$ cat config.mk
export PLATFORM = sky130hd
export DESIGN_NAME = angle_search_ctrl
export DESIGN_NICKNAME = d
export VERILOG_FILES = /design/src/rtl/angle_search_ctrl_pkg.sv /design/src/rtl/angle_search_ctrl_best_tracker.sv /design/src/rtl/angle_search_ctrl.sv
export SDC_FILE = /design/constraint.sdc
export NUM_CORES = 1
export LEC_CHECK = 0
export CORE_ASPECT_RATIO = 1.25
export CORE_MARGIN = 2
export CORE_UTILIZATION = 50
export CTS_BUF_LIST = sky130_fd_sc_hd__clkbuf_4 sky130_fd_sc_hd__clkbuf_8
export DETAILED_ROUTE_END_ITERATION = 16
export GPL_TIMING_DRIVEN = 0
export PLACE_DENSITY = 0.84
export SYNTH_ARGS = -nofsm -noshare
export SYNTH_HDL_FRONTEND = slang
export SYNTH_SLANG_ARGS = --single-unit
$ cat constraint.sdc
create_clock -name clk_i -period 4.2 [get_ports clk_i]
set_input_delay 0.63 -clock clk_i [delete_from_list [all_inputs] [get_ports clk_i]]
set_output_delay 0.63 -clock clk_i [all_outputs]
set_load 0.01 [all_outputs]
$ cat src/rtl/angle_search_ctrl_pkg.sv
// Shared types for the angle search controller: FSM state encoding and a
// width helper for index counters that must never collapse to zero bits.
package angle_search_ctrl_pkg;

  typedef enum logic [2:0] {
    S_IDLE   = 3'd0,
    S_ISSUE  = 3'd1,
    S_WAIT   = 3'd2,
    S_UPDATE = 3'd3,
    S_DONE   = 3'd4
  } state_t;

  function automatic int idx_width(input int n);
    return (n > 1) ? $clog2(n) : 1;
  endfunction

endpackage

$ cat src/rtl/angle_search_ctrl_best_tracker.sv
// Arg-max register for the angle search: holds the best score seen in the
// current run and the triple/index that produced it.
module angle_search_ctrl_best_tracker
  import angle_search_ctrl_pkg::*;
#(
  parameter int ANGLE_W = 12,
  parameter int SCORE_W = 16,
  parameter int IDX_W   = 4
) (
  input  logic               clk_i,
  input  logic               rst_i,
  input  logic               first_i,
  input  logic               commit_i,
  input  logic [SCORE_W-1:0] score_i,
  input  logic [ANGLE_W-1:0] theta_i,
  input  logic [ANGLE_W-1:0] phi_i,
  input  logic [ANGLE_W-1:0] alpha_i,
  input  logic [IDX_W-1:0]   idx_i,
  output logic [ANGLE_W-1:0] best_theta_o,
  output logic [ANGLE_W-1:0] best_phi_o,
  output logic [ANGLE_W-1:0] best_alpha_o,
  output logic [SCORE_W-1:0] best_score_o,
  output logic [IDX_W-1:0]   best_idx_o
);

  logic [ANGLE_W-1:0] best_theta_q, best_phi_q, best_alpha_q;
  logic [SCORE_W-1:0] best_score_q;
  logic [IDX_W-1:0]   best_idx_q;
  logic               take;

  // Strictly-greater compare keeps the earliest triple on ties.
  assign take = commit_i && (first_i || (score_i > best_score_q));

  always_ff @(posedge clk_i) begin
    if (rst_i) begin
      best_theta_q <= '0;
      best_phi_q   <= '0;
      best_alpha_q <= '0;
      best_score_q <= '0;
      best_idx_q   <= '0;
    end else if (take) begin
      best_theta_q <= theta_i;
      best_phi_q   <= phi_i;
      best_alpha_q <= alpha_i;
      best_score_q <= score_i;
      best_idx_q   <= idx_i;
    end
  end

  assign best_theta_o = best_theta_q;
  assign best_phi_o   = best_phi_q;
  assign best_alpha_o = best_alpha_q;
  assign best_score_o = best_score_q;
  assign best_idx_o   = best_idx_q;

endmodule

$ cat src/rtl/angle_search_ctrl.sv
// Sweeps candidate (theta,phi) pairs x alpha steps, requests a score per triple
// and reports the arg-max triple with a one-cycle done pulse.
//   state    | meaning
//   S_IDLE   | waiting for start; candidate snapshot taken on start
//   S_ISSUE  | req_valid high, waiting for req_ready
//   S_WAIT   | one request outstanding, waiting for score_valid
//   S_UPDATE | commit score to tracker, advance alpha/candidate counters
//   S_DONE   | one-cycle done pulse
module angle_search_ctrl
  import angle_search_ctrl_pkg::*;
#(
  parameter int ANGLE_W     = 12,
  parameter int N_CAND      = 10,
  parameter int ALPHA_STEPS = 360,
  parameter int ALPHA_INC   = 1,
  parameter int SCORE_W     = 16
) (
  input  logic                          clk_i,
  input  logic                          rst_i,
  input  logic                          start_i,
  input  logic                          abort_i,
  input  logic [N_CAND*2*ANGLE_W-1:0]   cand_buf_i,
  output logic                          req_valid_o,
  input  logic                          req_ready_i,
  output logic [ANGLE_W-1:0]            theta_o,
  output logic [ANGLE_W-1:0]            phi_o,
  output logic [ANGLE_W-1:0]            alpha_o,
  output logic                          last_angle_o,
  output logic [idx_width(N_CAND)-1:0]  cand_idx_o,
  input  logic                          score_valid_i,
  input  logic [SCORE_W-1:0]            score_i,
  output logic                          busy_o,
  output logic                          done_o,
  output logic [ANGLE_W-1:0]            best_theta_o,
  output logic [ANGLE_W-1:0]            best_phi_o,
  output logic [ANGLE_W-1:0]            best_alpha_o,
  output logic [SCORE_W-1:0]            best_score_o,
  output logic [idx_width(N_CAND)-1:0]  best_idx_o
);

  localparam int IDX_W  = idx_width(N_CAND);
  localparam int STEP_W = idx_width(ALPHA_STEPS);
  localparam int PAIR_W = 2 * ANGLE_W;

  state_t                     state_q, state_d;
  logic [N_CAND*PAIR_W-1:0]   snap_q;
  logic [IDX_W-1:0]           cand_q, cand_d;
  logic [STEP_W-1:0]          step_q, step_d;
  logic [SCORE_W-1:0]         score_q, score_d;
  logic [PAIR_W-1:0]          pair;
  logic [ANGLE_W-1:0]         alpha_cur;
  logic                       last_cand, last_step, commit, launch;

  assign launch    = (state_q == S_IDLE) && start_i && !abort_i;
  assign last_cand = (cand_q == IDX_W'(N_CAND - 1));
  assign last_step = (step_q == STEP_W'(ALPHA_STEPS - 1));
  assign alpha_cur = ANGLE_W'(32'(step_q) * ALPHA_INC);

  always_comb begin
    pair = '0;
    for (int i = 0; i < N_CAND; i++) begin
      if (cand_q == IDX_W'(i)) pair = snap_q[i*PAIR_W +: PAIR_W];
    end
  end

  always_comb begin
    state_d     = state_q;
    cand_d      = cand_q;
    step_d      = step_q;
    score_d     = score_q;
    commit      = 1'b0;
    req_valid_o = 1'b0;
    done_o      = 1'b0;
    case (state_q)
      S_IDLE: begin
        if (launch) begin
          state_d = S_ISSUE;
          cand_d  = '0;
          step_d  = '0;
        end
      end
      S_ISSUE: begin
        req_valid_o = 1'b1;
        if (req_ready_i) state_d = S_WAIT;
      end
      S_WAIT: begin
        if (score_valid_i) begin
          score_d = score_i;
          state_d = S_UPDATE;
        end
      end
      S_UPDATE: begin
        commit  = 1'b1;
        state_d = S_ISSUE;
        if (!last_step) begin
          step_d = step_q + STEP_W'(1);
        end else begin
          step_d = '0;
          if (last_cand) begin
            cand_d  = '0;
            state_d = S_DONE;
          end else begin
            cand_d = cand_q + IDX_W'(1);
          end
        end
      end
      S_DONE: begin
        done_o  = 1'b1;
        state_d = S_IDLE;
      end
      default: state_d = S_IDLE;
    endcase
    // Abort beats every other transition, including a pending commit.
    if (abort_i && (state_q != S_IDLE)) begin
      state_d = S_IDLE;
      commit  = 1'b0;
    end
  end

  always_ff @(posedge clk_i) begin
    if (rst_i) begin
      state_q <= S_IDLE;
      snap_q  <= '0;
      cand_q  <= '0;
      step_q  <= '0;
      score_q <= '0;
    end else begin
      state_q <= state_d;
      cand_q  <= cand_d;
      step_q  <= step_d;
      score_q <= score_d;
      if (launch) snap_q <= cand_buf_i;
    end
  end

  assign theta_o      = req_valid_o ? pair[PAIR_W-1 -: ANGLE_W] : '0;
  assign phi_o        = req_valid_o ? pair[ANGLE_W-1:0] : '0;
  assign alpha_o      = req_valid_o ? alpha_cur : '0;
  assign last_angle_o = req_valid_o && last_cand && last_step;
  assign cand_idx_o   = cand_q;
  assign busy_o       = (state_q != S_IDLE);

  angle_search_ctrl_best_tracker #(
    .ANGLE_W (ANGLE_W),
    .SCORE_W (SCORE_W),
    .IDX_W   (IDX_W)
  ) u_best (
    .clk_i        (clk_i),
    .rst_i        (rst_i),
    .first_i      ((cand_q == '0) && (step_q == '0)),
    .commit_i     (commit),
    .score_i      (score_q),
    .theta_i      (pair[PAIR_W-1 -: ANGLE_W]),
    .phi_i        (pair[ANGLE_W-1:0]),
    .alpha_i      (alpha_cur),
    .idx_i        (cand_q),
    .best_theta_o (best_theta_o),
    .best_phi_o   (best_phi_o),
    .best_alpha_o (best_alpha_o),
    .best_score_o (best_score_o),
    .best_idx_o   (best_idx_o)
  );

endmodule

==> impl_metrics.yaml <==
synth:
  synth_edf_count: 0
  synth_top_area_share_pct: 45.7
  ys_seq_area_share_pct: 45.7
  ys_ff_latch: 325
  ys.flop_type: "dfxtp_1"
  yosysWarnings: 0
  synth_area_leaders: "dfxtp_1, nand2_1, a21oi_1"
  ys_types: 54
  synth_area_um2: 14300
  post_synth.cell_area_avg_um2: 7.68
  synth_most_common_cell: "nand2_1"
  syn_inst: 1855
  yosys-top-cells-count: "nand2_1, dfxtp_1, a21oi_1"
  post-synth-top-area-cell: "dfxtp_1"
  async_flop_share_pct: 0
pwr:
  power_mw: 7.18
  vdd.ir_drop.worst_mv: 0.261
  p_per_area_nw_per_um2: 367
  p_leak_nw: 7.10
timing:
  period_share_pct: 101
  tightestPinTransition_ps: 795
  rsz0062_at_grt: "true"
  hold_viol: 0
  setup_viol: 1
  skew_ps: 26.2
  fmax_mhz: 236
  slew_violations: 0
  tns_ps: -28.9
  final.min_clock_period_ps: 4230
  slew_headroom_pct: 47.0
  final.setup.worst_slack_ps: -28.9
layout:
  drive_above_1_share_pct: 9.58
  multi_input_area_um2: 7000
  diodes: 0
  regArea_um2: 6510
  finalNetCount: 2546
  fillers: 2386
  area_delta_synth_final_pct: 37.2
placement:
  place_ws_ps: 380
  io_buffer_count: 354
  place_congestion: 0.994
  hpwl_um: 43400
routing:
  viasPerCell: 5.66
  postRouteAntennaNets: 0
  dr.pass1.iters: 5
  drcViolationCount: 0
  routed_wirelength_um: 55200
  wl_per_cell_um: 20.7
  vias: 15100
  first_iter_violations: 1169
worst_setup_path:
  r2r_setup_slack_ps: 1480
  start_kind: "register"
  cp.required_ps: 3570
  cp_max_fo: 10
  worst_setup_path_end_kind: "output pin"
  critical_path_class: "register to output pin"
  worstPathArrival_ps: 3600
  r2r_cells: 7
floorplanning:
  die_w_um: 155
  core_um2: 28200
  initial_core_util_pct: 50.5
  dieArea_um2: 29900
  rows: 69
  die_height_um: 193
  ioPinCount: 362
clock_tree:
  post-cts-setup-buffers: 0
  hold_buffers: 0
  h-tree-depth: 2
  cts_root_buf: "clkbuf_8"
  clk_pin_slew_ps: 60
  cts_made_buffers: 50
  clkLatencyLatePin_ps: 580
  cts_buffer_depth: 3
  cts_tree: "built"
  cts.sinks: 325
grt:
  grt_overflow: 0
  grt_pass1_wl_um: 81400
  antenna_found_initial: 0
  grt_max_degree: 13
  grtUsageTotal_pct: 35.9
  grt_pass1_vias: 14800
min_path:
  hold_class: "register to register"
  hold_depth: 2
flow_run:
  maxCapViolCount: 0
run_status:
  violations: "setup timing"
  outcome: "finished, violations left"
per-stage QoR:
stage / instance area [µm²] / hold slack, ps / cells / util, %
global route: 19500 / 471 / 2662 / 69.2
global placement: 18300 / 440 / 2569 / 64.7
detailed placement: 18300 / 446 / 2569 / 64.7
CTS: 19500 / 456 / 2662 / 69.1
finish: 19500 / 456 / 2662 / 69.2
floorplan: 14300 / 433 / 1860 / -
cell families after synthesis:
group / synth area share [%]
DFF: 45.7
muxes: 6.12
adders and majority gates: 1.58
and+or+nand+nor: 22.7
other: 0.0263
buffers and inverters: 5.61
AOI/OAI and AO/OA: 18.3
cell usage in the layout, fill, tap and decap left out, types with 15 or more instances in the layout:
master / n
dfxtp_1: 324
a211oi_2: 17
buf_2: 56
mux2i_1: 68
mux2_2: 15
nand2_1: 574
nor3_1: 27
nor2_1: 137
ha_1: 18
clkbuf_1: 70
inv_1: 23
clkbuf_8: 64
clkdlybuf4s50_1: 354
o21ai_0: 36
a21oi_1: 311
sequential cells by signal (all words and copies together), names as in the netlist:
signal and cells:
u_best.best_phi_o 12, state_q 3, score_q 16, u_best.best_alpha_o 9
snap_q 240, u_best.best_theta_o 12, u_best.best_score_o 16, cand_idx_o 4
step_q 9, u_best.best_idx_o 4
path summary, 6_finish.rpt:
kind	startpoint	to
worst min register to register	snap_q[203]$_SDFFE_PP0P_	snap_q[203]$_SDFFE_PP0P_
worst max register to register	cand_idx_o[1]$_SDFFE_PP0P_	u_best.best_phi_o[6]$_SDFFE_PP0P_
worst max-delay path	cand_idx_o[1]$_SDFFE_PP0P_	phi_o[6]
worst min-delay path	snap_q[203]$_SDFFE_PP0P_	snap_q[203]$_SDFFE_PP0P_
final cells by class:
class                           count  area share [%]
Multi-Input combinational cell   1361            35.8
Sequential cell                   325            33.3
Timing Repair Buffer              354            18.1
Clock buffer                       77            5.01
Buffer                            150            3.71
Tap cell                          355            2.27
Clock inverter                     16            1.32
Inverter                           24           0.461
repair_timing:
action | CTS | global route
endpoints found under the setup margin | 15 | 15
resized for setup | 8 | 14
pin swaps | 1 | 1
worst max-delay path, cell delays in order (launching register included):
cell and delay (ps):
dfxtp_1 420, buf_2 270, buf_2 370, mux2i_1 260, o21ai_0 250, a221oi_1 640, o21a_1 270, nor2_1 50
clkdlybuf4s50_1 490
metal layers:
layer	up-vias	GRT usage, %	wire length (µm)
met1	7021	39.4	20300
met4	0	24.7	4140
met2	771	63.1	26700
li1	7050	-	-
met5	-	0	0
met3	216	6.20	4050
where the power goes:
group	leakage, nW	switching [mW]	internal (mW)
Sequential	2.65	0.0740	3.20
Combinational	3.81	0.362	0.352
Clock	0.650	1.28	1.92
(Power assumes the default switching activity.)
